<file path="src/rtl/center_of_mass_divider.sv">
// Per-frame centre-of-mass divider: one shared bit-serial restoring divider computes x/y centres in turn.
// Latency 2*WIDTH+2 cycles start->centerValid (2 for a low-mass frame); start while busy is dropped.
module center_of_mass_divider #(
  parameter int WIDTH    = 32,
  parameter int MIN_MASS = 1,
  parameter int X_MAX    = 639,
  parameter int Y_MAX    = 479
) (
  input  logic             clk,
  input  logic             reset,
  input  logic             start,
  input  logic [WIDTH-1:0] xTop,
  input  logic [WIDTH-1:0] yTop,
  input  logic [WIDTH-1:0] colorTotal,
  output logic [9:0]       xCenter,
  output logic [9:0]       yCenter,
  output logic             centerValid,
  output logic             noTarget,
  output logic             busy
);

  localparam int             CW      = $clog2(WIDTH);
  localparam logic [CW-1:0]  CNT_MAX = CW'(WIDTH - 1);
  localparam logic [WIDTH-1:0] MIN_W  = WIDTH'(MIN_MASS);
  localparam logic [WIDTH-1:0] XMAX_W = WIDTH'(X_MAX);
  localparam logic [WIDTH-1:0] YMAX_W = WIDTH'(Y_MAX);

  typedef enum logic [2:0] {IDLE, DIV_X, DIV_Y, DONE, SKIP} state_t;

  state_t           state_q, state_d;
  logic [WIDTH-1:0] xtop_q, xtop_d, ytop_q, ytop_d, div_q, div_d;
  logic [WIDTH-1:0] rem_q, rem_d, quo_q, quo_d, qx_q, qx_d;
  logic [CW-1:0]    cnt_q, cnt_d;
  logic [9:0]       xcen_q, xcen_d, ycen_q, ycen_d;
  logic             valid_q, valid_d, notgt_q, notgt_d;

  logic             last_bit, div_bit, ge;
  logic [WIDTH:0]   rem_shift;
  logic [WIDTH-1:0] rem_sub, quo_next;

  assign last_bit = (cnt_q == '0);

  always_ff @(posedge clk) begin
    if (reset) state_q <= IDLE;
    else       state_q <= state_d;
  end

  always_comb begin
    state_d = state_q;
    case (state_q)
      IDLE:    if (start) state_d = (colorTotal < MIN_W) ? SKIP : DIV_X;
      DIV_X:   if (last_bit) state_d = DIV_Y;
      DIV_Y:   if (last_bit) state_d = DONE;
      DONE:    state_d = IDLE;
      SKIP:    state_d = IDLE;
      default: state_d = IDLE;
    endcase
  end

  // One restoring step; the compare is WIDTH+1 bits wide so a remainder with its MSB set cannot overflow.
  always_comb begin
    div_bit   = (state_q == DIV_Y) ? ytop_q[cnt_q] : xtop_q[cnt_q];
    rem_shift = {rem_q, div_bit};
    ge        = (rem_shift >= {1'b0, div_q});
    rem_sub   = rem_shift[WIDTH-1:0] - div_q;
    quo_next  = quo_q;
    quo_next[cnt_q] = ge;
  end

  always_comb begin
    xtop_d  = xtop_q;
    ytop_d  = ytop_q;
    div_d   = div_q;
    rem_d   = rem_q;
    quo_d   = quo_q;
    qx_d    = qx_q;
    cnt_d   = cnt_q;
    xcen_d  = xcen_q;
    ycen_d  = ycen_q;
    notgt_d = notgt_q;
    valid_d = 1'b0;
    case (state_q)
      IDLE: begin
        if (start) begin
          xtop_d = xTop;
          ytop_d = yTop;
          div_d  = colorTotal;
          cnt_d  = CNT_MAX;
          rem_d  = '0;
          quo_d  = '0;
        end
      end
      DIV_X, DIV_Y: begin
        rem_d = ge ? rem_sub : rem_shift[WIDTH-1:0];
        quo_d = quo_next;
        cnt_d = cnt_q - CW'(1);
        if (state_q == DIV_X && last_bit) begin
          qx_d  = quo_next;
          rem_d = '0;
          quo_d = '0;
          cnt_d = CNT_MAX;
        end
      end
      DONE: begin
        xcen_d  = (qx_q  > XMAX_W) ? XMAX_W[9:0] : qx_q[9:0];
        ycen_d  = (quo_q > YMAX_W) ? YMAX_W[9:0] : quo_q[9:0];
        notgt_d = 1'b0;
        valid_d = 1'b1;
      end
      SKIP: begin
        notgt_d = 1'b1;
        valid_d = 1'b1;
      end
      default: ;
    endcase
  end

  always_ff @(posedge clk) begin
    if (reset) begin
      xtop_q  <= '0;
      ytop_q  <= '0;
      div_q   <= '0;
      rem_q   <= '0;
      quo_q   <= '0;
      qx_q    <= '0;
      cnt_q   <= '0;
      xcen_q  <= '0;
      ycen_q  <= '0;
      notgt_q <= 1'b1;
      valid_q <= 1'b0;
    end else begin
      xtop_q  <= xtop_d;
      ytop_q  <= ytop_d;
      div_q   <= div_d;
      rem_q   <= rem_d;
      quo_q   <= quo_d;
      qx_q    <= qx_d;
      cnt_q   <= cnt_d;
      xcen_q  <= xcen_d;
      ycen_q  <= ycen_d;
      notgt_q <= notgt_d;
      valid_q <= valid_d;
    end
  end

  always_comb begin
    busy        = (state_q != IDLE);
    xCenter     = xcen_q;
    yCenter     = ycen_q;
    noTarget    = notgt_q;
    centerValid = valid_q;
  end

endmodule

</file>
<file path="config.mk">
export PLATFORM = sky130hd
export DESIGN_NAME = center_of_mass_divider
export DESIGN_NICKNAME = d
export VERILOG_FILES = /design/src/rtl/center_of_mass_divider.sv
export SDC_FILE = /design/constraint.sdc
export NUM_CORES = 1
export LEC_CHECK = 0
export BUFFER_PORTS_ARGS = -buffer_cell sky130_fd_sc_hd__buf_2
export CORE_ASPECT_RATIO = 2
export CORE_UTILIZATION = 60
export CTS_BUF_LIST = sky130_fd_sc_hd__clkbuf_2 sky130_fd_sc_hd__clkbuf_4 sky130_fd_sc_hd__clkbuf_8
export DETAILED_ROUTE_END_ITERATION = 16
export GPL_ROUTABILITY_DRIVEN = 0
export PLACE_DENSITY = 0.92
export RECOVER_POWER = 25
export SYNTH_ARGS = -nofsm -noshare
export SYNTH_HDL_FRONTEND = slang
export SYNTH_SLANG_ARGS = --single-unit
export TNS_END_PERCENT = 30
</file>
<file path="constraint.sdc">
create_clock -name clk -period 7.1 [get_ports clk]
set_input_delay 0.71 -clock clk [delete_from_list [all_inputs] [get_ports clk]]
set_output_delay 0.71 -clock clk [all_outputs]
set_load 0.1 [all_outputs]
</file>
==> results.sh <==
export IMPL_synth_common_cells="294 x nand2_1, 222 x dfxtp_1, 155 x a21oi_1"
export IMPL_antenna_found_initial=1
export IMPL_ctsHtreeMaxLevel=1
export IMPL_netlist_cell_type_count=73
export IMPL_cp_required_ns=7.54
export IMPL_drt_antenna_violating_nets=0
export IMPL_period_share_pct=82.2
export IMPL_cts_setup_buffers=0
export IMPL_num_vias=10500
export IMPL_synthTopCellsByArea="dfxtp_1 40%, nand2_1 10%, a21oi_1 7.1%"
export IMPL_cp_cell_sequence="clkbuf_1 > clkbuf_1 > nand2b_1 > buf_4 > nor2_1 > a22oi_1 > o21ai_0"
export IMPL_cts_root_buf="clkbuf_8"
export IMPL_synth_most_common_cell="nand2_1"
export IMPL_ys_ff_latch=222
export IMPL_power_density_nw_per_um2=411
export IMPL_cts_path_max_buffers=3
export IMPL_synth_seq_area_share_pct=40.5
export IMPL_ir_drop_v=0.000616
export IMPL_area_growth_pct=10.6
export IMPL_hpwlAfterDp_um=20700
export IMPL_r2r_start="cnt_q[4]"
export IMPL_violations="max-capacitance violations, max-slew violations"
export IMPL_cts_tree="yes"
export IMPL_clock_latency_ns=0.59
export IMPL_hold_path_end="ytop_q[22]"
export IMPL_synth_edff_count=0
export IMPL_gr_total_overflow=0
export IMPL_worst_path_buf_inv=3
export IMPL_synth_cell_area_um2=11000
export IMPL_syn_num_nets=1484
export IMPL_first_pass_iters=6
export IMPL_hold_path_class="in2reg"
export IMPL_cp_depth=7
export IMPL_fp_dieH_um=193
export IMPL_synth_ff_type="dfxtp_1"
export IMPL_fin_crit_ns=5.84
export IMPL_worstMarginPinSlew_ns=3.21
export IMPL_std_cell_rows=69
export IMPL_totalWireLength_um=29800
export IMPL_hold_viol=0
export IMPL_setup_tns_ns=0
export IMPL_grt_usage_pct=31.2
export IMPL_synth_top_area_share_pct=40.5
export IMPL_fin_nets=1561
export IMPL_routedWlPerCell_um=18.0
export IMPL_crit_path_end_kind="register"
export IMPL_slowest_delay_ns=2.40
export IMPL_synth_async_sr_flop_share_pct=0
export IMPL_synthesis_instances=1346
export IMPL_drive_gt1_share_pct=13.7
export IMPL_drv_slew=138
export IMPL_rsz0062_at_grt="no"
export IMPL_cts_resized=0
export IMPL_cts_sinks=222
export IMPL_io_buffer_count=121
export IMPL_ios=122
export IMPL_start_util_pct=61.4
export IMPL_cp_start_kind="input port"
export IMPL_worst_slew_margin_rel_pct=-114
export IMPL_r2r_end="rem_q[24]"
export IMPL_cts_made_buffers=30
export IMPL_cts_clk_slew_worst_paths_ns=0.07
export IMPL_maxCapViolCount=2
export IMPL_final_util_pct=67.9
export IMPL_status="complete, but fails checks"
export IMPL_drc_errors=0
export IMPL_leakage_uw=0.00476
export IMPL_synth_top_area_cell="dfxtp_1"
export IMPL_core_area_um2=17900
export IMPL_p_total_uw=4990
export IMPL_min_delay_start="yTop[22]"
export IMPL_yosysWarnings=0
export IMPL_rrSetupSlack_ns=1.67
export IMPL_reg2reg_depth=15
export IMPL_finalClockSkew_ns=0.0251
export IMPL_crit_type="in2reg"
export IMPL_timing_fmax_mhz=171
export IMPL_cp_arrival_ns=6.28
export IMPL_finalSetupViolCount=0
export IMPL_cpMaxStageDelayCell="clkbuf_1"
export IMPL_grt_pass1_wl_um=47900
export IMPL_path_delay_family="buffers and inverters"
export IMPL_die_x_um=97.7
export IMPL_vias_per_cell=6.31
export IMPL_drt_initial_drc_count=998
export IMPL_hold_path_depth=3
export IMPL_grt_pass1_vias=10300
export IMPL_ctsHoldBuffers=0
export IMPL_grt_max_degree=98
export IMPL_syn_avg_cell_area_um2=8.16
export IMPL_cp_max_fo=75
export IMPL_dieArea_um2=18900
export IMPL_crit_top_cell="clkbuf_1"
==> cells by family after synthesis <==
group           Yosys count  synth area share (%)
flops                   222                  40.5
simple gates            472                  18.7
buf+inv                 141                  5.37
xor+xnor                 26                  2.07
fa+ha+maj                39                  4.51
compound gates          387                  21.4
mux                      59                  7.44
==> power breakdown <==
part	switching [uW]	internal (uW)	total, uW	leakage [uW]
sequential	107	1350	1460	0.00181
clock	483	531	1010	0.000328
combinational	1600	912	2520	0.00263
total	2190	2800	4990	0.00476
==> state kept, by name (all words and copies together), names as in the netlist <==
register,cells
div_q,32
quo_q,32
qx_q,32
rem_q,32
xtop_q,32
ytop_q,32
xCenter,10
yCenter,10
cnt_q,5
state_q,3
centerValid,1
noTarget,1
==> area by class of cell <==
cell class	instances	area, um2
Fill cell	1338	5730
Multi-Input combinational cell	983	5950
Sequential cell	222	4440
Inverter	55	206
Tap cell	213	267
Clock inverter	6	68.8
Timing Repair Buffer	131	648
Clock buffer	45	551
Antenna cell	1	2.50
==> tightest hold or removal path, stage by stage <==
cell	delay, ns
buf_2	0.09
nand2_1	0.05
a21oi_1	0.05
==> per-stage QoR <==
stage	setup slack, ns	hold slack (ns)	instance area (um2)	std cells
2_1_floorplan	3.13	0.425	11000	1346
3_5_place_dp	1.99	0.443	11600	1604
4_1_cts	1.91	0.344	12200	1655
5_1_grt	0.810	0.352	12100	1656
3_3_place_gp	2.10	0.435	11600	1604
6_report	1.26	0.358	12100	1656
==> layout by cell type, fill, tap and decap left out, types with 4 or more instances in the layout <==
cell type and count:
a211oi_1 20, a21o_1 6, a21oi_1 155, a22o_1 18, a22oi_1 9, a31oi_1 4
a32oi_1 8, and3_1 6, buf_2 98, buf_4 9, clkbuf_1 24, clkbuf_4 11
clkbuf_8 34, dfxtp_1 222, ha_1 38, inv_1 55, mux2i_1 40, mux4_2 18
nand2_1 293, nand2b_1 12, nand3_1 15, nand3b_1 4, nand4_1 14, nor2_1 57
nor2b_1 7, nor3_1 21, nor4_1 20, o211ai_1 4, o21a_1 4, o21ai_0 112
o21ai_1 5, o21bai_1 8, o22ai_1 5, or3_1 4, xnor2_1 12, xor2_1 14
==> routing by layer <==
layer	track usage, %	vias up	wire (um)
met4	24.1	0	2440
met3	4.59	186	1700
li1	-	4863	-
met2	57.0	530	15600
met1	31.3	4871	10100
met5	0	-	0
==> how the worst max path moves through the flow <==
stage | from | end | slack [ns]
6_report | reset | rem_q[23] | 1.26
5_1_grt | reset | rem_q[23] | 0.81
4_1_cts | cnt_q[4] | rem_q[24] | 1.91
3_5_place_dp | cnt_q[4] | quo_q[3] | 1.99
3_3_place_gp | cnt_q[4] | rem_q[24] | 2.10
2_1_floorplan | cnt_q[0] | rem_q[24] | 3.13
Note: power is estimated with default switching activity, not from simulation.
